## config.mk

```make
export PLATFORM = sky130hd
export DESIGN_NAME = hash_des_stream
export DESIGN_NICKNAME = d
export VERILOG_FILES = /design/src/rtl/hash_des_stream.sv
export SDC_FILE = /design/constraint.sdc
export NUM_CORES = 1
export LEC_CHECK = 0
export ABC_AREA = 0
export CORE_ASPECT_RATIO = 0.7
export CORE_UTILIZATION = 49
export CTS_CLUSTER_DIAMETER = 80
export DETAILED_ROUTE_END_ITERATION = 10
export GPL_TIMING_DRIVEN = 1
export PLACE_DENSITY = 0.73
export RECOVER_POWER = 100
export SYNTH_ARGS = -nofsm -noshare
export SYNTH_HDL_FRONTEND = slang
export SYNTH_SLANG_ARGS = --single-unit
export TNS_END_PERCENT = 1
```

## constraint.sdc

```tcl
create_clock -name clk -period 4.3 [get_ports clk]
set_input_delay 0.645 -clock clk [delete_from_list [all_inputs] [get_ports clk]]
set_output_delay 0.645 -clock clk [all_outputs]
set_load 0.03 [all_outputs]
```

## src/rtl/hash_des_stream.sv

```systemverilog
`default_nettype none
// ============================================================================
// Module   : hash_des_stream
// Purpose  : Streaming DES-S5 byte hash. Absorbs len_in bytes over a
//            valid/ready stream, applies ROUNDS rounds per byte to a 32-bit
//            nibble state, runs a length-dependent final round and holds the
//            digest until acknowledged.
// Options  : HASH_DES_STREAM_ITERATIVE_EN - reuse one round per clock through
//            a ROUND state instead of chaining ROUNDS rounds combinationally.
// Revision : 1.0 - initial release
// ============================================================================
module hash_des_stream #(
    parameter int          ROUNDS = 4,
    parameter int          LEN_W  = 64,
    parameter logic [31:0] IV     = 32'h4B71DF03
) (
    input  logic             clk,
    input  logic             rst_n,
    input  logic             start,
    input  logic [LEN_W-1:0] len_in,
    input  logic             in_valid,
    input  logic [7:0]       in_data,
    output logic             in_ready,
    output logic             busy,
    output logic             digest_valid,
    output logic [31:0]      digest,
    input  logic             digest_ack
);

    // DES S5, row-major (row = {in[5],in[0]}), column 0 of each row in the MSBs
    localparam logic [255:0] S5_TABLE =
        256'h2C417AB6853FD0E9_EB2C47D150FA3986_421BAD78F9C5630E_B8C71E2D6F09A453;
    localparam logic [LEN_W-1:0] LEN_ONE = LEN_W'(1);

`ifdef HASH_DES_STREAM_ITERATIVE_EN
    localparam int RC_W = (ROUNDS > 1) ? $clog2(ROUNDS) : 1;

    typedef enum logic [2:0] {
        ST_IDLE   = 3'd0,
        ST_ABSORB = 3'd1,
        ST_ROUND  = 3'd2,
        ST_FINAL  = 3'd3,
        ST_DONE   = 3'd4
    } state_t;
`else
    typedef enum logic [2:0] {
        ST_IDLE   = 3'd0,
        ST_ABSORB = 3'd1,
        ST_FINAL  = 3'd3,
        ST_DONE   = 3'd4
    } state_t;
`endif

    function automatic logic [3:0] s5(input logic [5:0] a);
        logic [5:0] idx;
        idx = {a[5], a[0], a[4:1]};
        return S5_TABLE[255 - 4*idx -: 4];
    endfunction

    function automatic logic [3:0] rotl4(input logic [3:0] x, input logic [1:0] n);
        logic [7:0] t;
        t = {x, x} << n;
        return t[7:4];
    endfunction

    // h'[i] = rotl4(h[(i+1) mod 8] ^ s, i/2), nibble 0 in the MSBs
    function automatic logic [31:0] hash_round(input logic [31:0] h, input logic [3:0] s);
        logic [31:0] r;
        r = '0;
        for (int i = 0; i < 8; i++) begin
            r[31-4*i -: 4] = rotl4(h[31-4*((i+1)%8) -: 4] ^ s, 2'(i/2));
        end
        return r;
    endfunction

    // Length-dependent closing round: each length byte picks its own S-value
    function automatic logic [31:0] final_round(input logic [31:0] h, input logic [63:0] c);
        logic [31:0] r;
        logic [7:0]  ci;
        logic [5:0]  idx;
        r = '0;
        for (int i = 0; i < 8; i++) begin
            ci  = c[63-8*i -: 8];
            idx = {ci[7]^ci[1], ci[3], ci[2], ci[5]^ci[0], ci[4], ci[6]};
            r[31-4*i -: 4] = rotl4(h[31-4*((i+1)%8) -: 4] ^ s5(idx), 2'(i/2));
        end
        return r;
    endfunction

    function automatic logic [3:0] byte_sval(input logic [7:0] m);
        return s5({m[3]^m[2], m[1], m[0], m[7], m[6], m[5]^m[4]});
    endfunction

    state_t             r_state;
    state_t             w_state_nxt;
    logic [31:0]        r_h;
    logic [LEN_W-1:0]   r_remaining;
    logic [63:0]        r_c;
    logic [31:0]        r_digest;
    logic [3:0]         w_s;
    logic               w_start_ok;
    logic               w_xfer;
    logic               w_last;
    logic               w_len_zero;
    logic [31:0]        w_h_absorb;

    assign in_ready     = (r_state == ST_ABSORB);
    assign busy         = (r_state != ST_IDLE);
    assign digest_valid = (r_state == ST_DONE);
    assign digest       = r_digest;

    assign w_s        = byte_sval(in_data);
    assign w_xfer     = in_valid && in_ready;
    assign w_start_ok = start && ((r_state == ST_IDLE) || (r_state == ST_DONE));
    assign w_last     = (r_remaining == LEN_ONE);
    assign w_len_zero = (len_in == '0);

`ifdef HASH_DES_STREAM_ITERATIVE_EN
    logic [3:0]      r_s;
    logic [RC_W-1:0] r_rcnt;
    logic [31:0]     w_h_step;
    logic            w_round_last;

    // One shared round: fresh S-value on the accept cycle, held S-value in ROUND
    assign w_h_step     = hash_round(r_h, (r_state == ST_ROUND) ? r_s : w_s);
    assign w_h_absorb   = w_h_step;
    assign w_round_last = (r_rcnt == RC_W'(1));
`else
    logic [31:0] w_chain [0:ROUNDS];

    assign w_chain[0] = r_h;
    for (genvar g = 0; g < ROUNDS; g++) begin : g_chain
        assign w_chain[g+1] = hash_round(w_chain[g], w_s);
    end
    assign w_h_absorb = w_chain[ROUNDS];
`endif

    // State register
    always_ff @(posedge clk or negedge rst_n) begin
        if (!rst_n) begin
            r_state <= ST_IDLE;
        end else begin
            r_state <= w_state_nxt;
        end
    end

    // Next-state decode
    always_comb begin
        w_state_nxt = r_state;
        case (r_state)
            ST_IDLE: begin
                if (start) begin
                    w_state_nxt = w_len_zero ? ST_FINAL : ST_ABSORB;
                end
            end
            ST_ABSORB: begin
                if (w_xfer) begin
`ifdef HASH_DES_STREAM_ITERATIVE_EN
                    if (ROUNDS > 1) begin
                        w_state_nxt = ST_ROUND;
                    end else if (w_last) begin
                        w_state_nxt = ST_FINAL;
                    end
`else
                    if (w_last) begin
                        w_state_nxt = ST_FINAL;
                    end
`endif
                end
            end
`ifdef HASH_DES_STREAM_ITERATIVE_EN
            ST_ROUND: begin
                if (w_round_last) begin
                    w_state_nxt = (r_remaining == '0) ? ST_FINAL : ST_ABSORB;
                end
            end
`endif
            ST_FINAL: begin
                w_state_nxt = ST_DONE;
            end
            ST_DONE: begin
                if (start) begin
                    w_state_nxt = w_len_zero ? ST_FINAL : ST_ABSORB;
                end else if (digest_ack) begin
                    w_state_nxt = ST_IDLE;
                end
            end
            default: begin
                w_state_nxt = ST_IDLE;
            end
        endcase
    end

    // Hash state, length bookkeeping and digest capture
    always_ff @(posedge clk or negedge rst_n) begin
        if (!rst_n) begin
            r_h         <= IV;
            r_remaining <= '0;
            r_c         <= '0;
            r_digest    <= '0;
`ifdef HASH_DES_STREAM_ITERATIVE_EN
            r_s         <= '0;
            r_rcnt      <= '0;
`endif
        end else begin
            if (w_start_ok) begin
                r_h         <= IV;
                r_remaining <= len_in;
                r_c         <= 64'(len_in);
            end else if (w_xfer) begin
                r_h         <= w_h_absorb;
                r_remaining <= r_remaining - LEN_ONE;
`ifdef HASH_DES_STREAM_ITERATIVE_EN
                r_s         <= w_s;
                r_rcnt      <= RC_W'(ROUNDS - 1);
            end else if (r_state == ST_ROUND) begin
                r_h         <= w_h_step;
                r_rcnt      <= r_rcnt - RC_W'(1);
`endif
            end
            if (r_state == ST_FINAL) begin
                r_digest <= final_round(r_h, r_c);
            end
        end
    end

endmodule
`default_nettype wire

```

==> results.toml <==
[clock_network]
path_clk_slew_ps = 70
cts.repair_timing.setup_buffer_count = 0
numCtsBuffers = 17
cts_resized = 0
cts_tree = "built"
clk_path_buf_depth = 2
clk_latency_ps = 450
cts.sinks = 195
htree_levels = 4
cts-root-buf = "clkbuf_16"
ctsHoldBuffers = 0

[route]
wire_per_inst_um = 20.35
avgViaCountPerCell = 6.444
vias = 14510
drt_iter0_drc = 1652
ant_nets = 0
first_pass_iters = 6
drt-total-wl_um = 45820
post-route-drc-count = 0

[layout]
fin_nets = 1968
fillCellCount = 2755
drive_above_1_share_pct = 6.529
area.sequential_sq_um = 4901
syn_to_final_growth_pct = 12.87
final_common_cell = "nand2_1"
multi_input_area_sq_um = 9698
final_cell_mix = "275 x nand2_1, 178 x dfrtp_1, 147 x o21ai_0, 86 x nor2_1, 81 x a21oi_1"

[synth]
synthMuxAreaShare_pct = 4.566
synth_top_family_by_area = "compound AO/OA/AOI/OAI gates"
synth_fa_ha_area_share_pct = 5.400
synth_compound_area_share_pct = 22.72
synth.distinct_cells = 77
syn_nets = 1939
synth_simple_gate_area_share_pct = 21.95
synth_xor_area_share_pct = 8.607
avgSynthCellArea_sq_um = 8.515
ys.flop_type = "dfrtp_1"
async_flop_share_pct = 100.0
synth_seq_area_share_pct = 32.05
yosysWarningCount = 0
synth-edff-count = 0
syn_inst = 1796
synthesis.area_sq_um = 15290
ys_seq_elements = 195

[global_route]
grt_pass1_vias = 13120
grt_first_pass_wirelength_um = 73420
overflow = 0
grt_max_degree = 110
antenna_found_initial = 2
grt.total_usage_pct = 29.42

[timing]
hold_ws_ps = 470.4
finalHoldViolCount = 0
setup_tns_ps = 0
max_freq_ghz = 0.2776
relSlewSlack_pct = -89.81
setup_viol = 0
timing.final.crit_share_pct = 83.78
finalCriticalPeriod_ps = 3602
worst_pin_slew_ps = 2847
skew_ps = 8.722
rsz0062_at_grt = "false"
drv_slew = 234

[setup_path]
reg2reg_from = "r_remaining[28]"
worst_ep_arrival_time_ps = 3940
endpoint_kind = "flop"
criticalPathCategory = "primary input to flop"
critPathLaunchType = "primary input"
crit_end = "r_h[3]"
cp.required_ps = 4640
critPathLaunch = "in_data[7]"
reg2reg_to = "r_remaining[62]"
path_max_fanout = 16
r2r_slack_ps = 720
r2r_cells = 7

[outcome]
violations = "capacitance limit, slew limit"
status = "finished with violations"

[die]
dieWidth_um = 213.2
start_util_pct = 50.35
die_h_um = 149.8
num_rows = 53
coreArea_sq_um = 30370
die-area_sq_um = 31930
boundaryPins = 112

[place]
place_congestion = 0.9226
hpwl_um = 33410
port_buffers = 111

[pwr]
power.share.switching_pct = 38.98
p_comb_share_pct = 44.8
power.density_nw_per_um2 = 479.7
p_leak_nw = 7.395
clockPowerShare_pct = 20.6
p_int_mw = 5.052
max-vdd-ir-drop_v = 0.0002702
p_seq_share_pct = 34.6
power.net_switching_mw = 3.228

[run]
cap_violations = 3

[hold_path]
min_path_type = "flop to flop"
==> worst min path at each step <==
stage / startpoint / slack [ps] / cells after the start / end
2_1_floorplan: rst_n / 350 / 0 / digest[0]
3_3_place_gp: digest[27] / 460 / 2 / digest[27]
3_5_place_dp: digest[0] / 470 / 2 / digest[0]
4_1_cts: rst_n / 340 / 1 / digest[2]
5_1_grt: digest[23] / 490 / 2 / digest[23]
6_report: digest[26] / 470 / 2 / digest[26]
==> synth_stat cells (39+ instances only) <==
master	number	area, sq um
nand2_1	276	1036
dfrtp_1	178	4454
o21ai_0	147	735.7
clkbuf_1	103	386.6
nor2_1	86	322.8
a21oi_1	81	405.4
nand3_1	69	345.3
ha_1	66	825.8
nor3_1	63	315.3
o211ai_1	63	473.0
inv_1	48	180.2
xnor2_1	39	341.6
==> registers in the layout, summed over array words and instances, names as in the netlist <==
name / cells
digest: 32
r_h: 32
r_remaining: 64
r_state: 3
r_c: 64
==> cell type report <==
type,instances,share of cell area (%)
clock inverters,8,0.7249
diodes,1,0.01450
multi-input cells,1415,56.19
inverters,56,1.218
well taps,412,2.987
clock buffers,24,2.849
repair buffers,140,7.626
flip-flops and latches,195,28.39
==> kinds of logic (layout without fill, tap and decap cells) <==
| logic type | Yosys count | after routing |
|---|---|---|
| multiplexers | 43 | 43 |
| buffers and inverters | 186 | 228 |
| XOR/XNOR | 97 | 97 |
| other | 0 | 1 |
| AO/OA/AOI/OAI | 519 | 519 |
| adder cells (fa/ha/maj) | 66 | 66 |
| flip-flops | 195 | 195 |
| AND/OR/NAND/NOR | 690 | 690 |
==> critical path: stages <==
cell and delay (ps):
clkdlybuf4s50_1 480, inv_1 130, ha_1 480, mux4_2 490, nor2b_1 160, nor3_4 110
clkbuf_1 810, xnor3_1 460, a21o_1 180
==> power groups by stage <==
stage | Combinational (mW) | Sequential (mW) | Clock, mW
after floorplan | 2.98 | 2.53 | 0
after CTS | 3.67 | 2.85 | 1.72
after global placement | 3.56 | 2.86 | 0
final | 3.71 | 2.87 | 1.71
after detailed placement | 3.64 | 2.88 | 0
after global routing | 4.08 | 2.93 | 1.80
==> metal layers <==
layer  wire length (um)  vias up  global-route usage, %  share of wire (%)
met5                 13        -                      0              0.028
met4               1095        2                  8.679                2.4
met3               4162       70                  6.065                9.1
met2              19660      698                  41.24                 43
met1              20890     7023                  45.04                 46
li1                   -     6713                      -                  -
==> stage by stage <==
stage	util [%]	power, mW	instances	setup slack, ps	instance area, sq um
floorplan	-	5.516	1796	831.7	15290
global placement	54.91	6.420	2218	820.5	16680
detailed placement	54.91	6.521	2218	717.2	16680
CTS	56.94	8.235	2250	1121	17290
global route	56.83	8.806	2251	469.0	17260
finish	56.83	8.279	2251	697.6	17260
(Power assumes the default switching activity.)
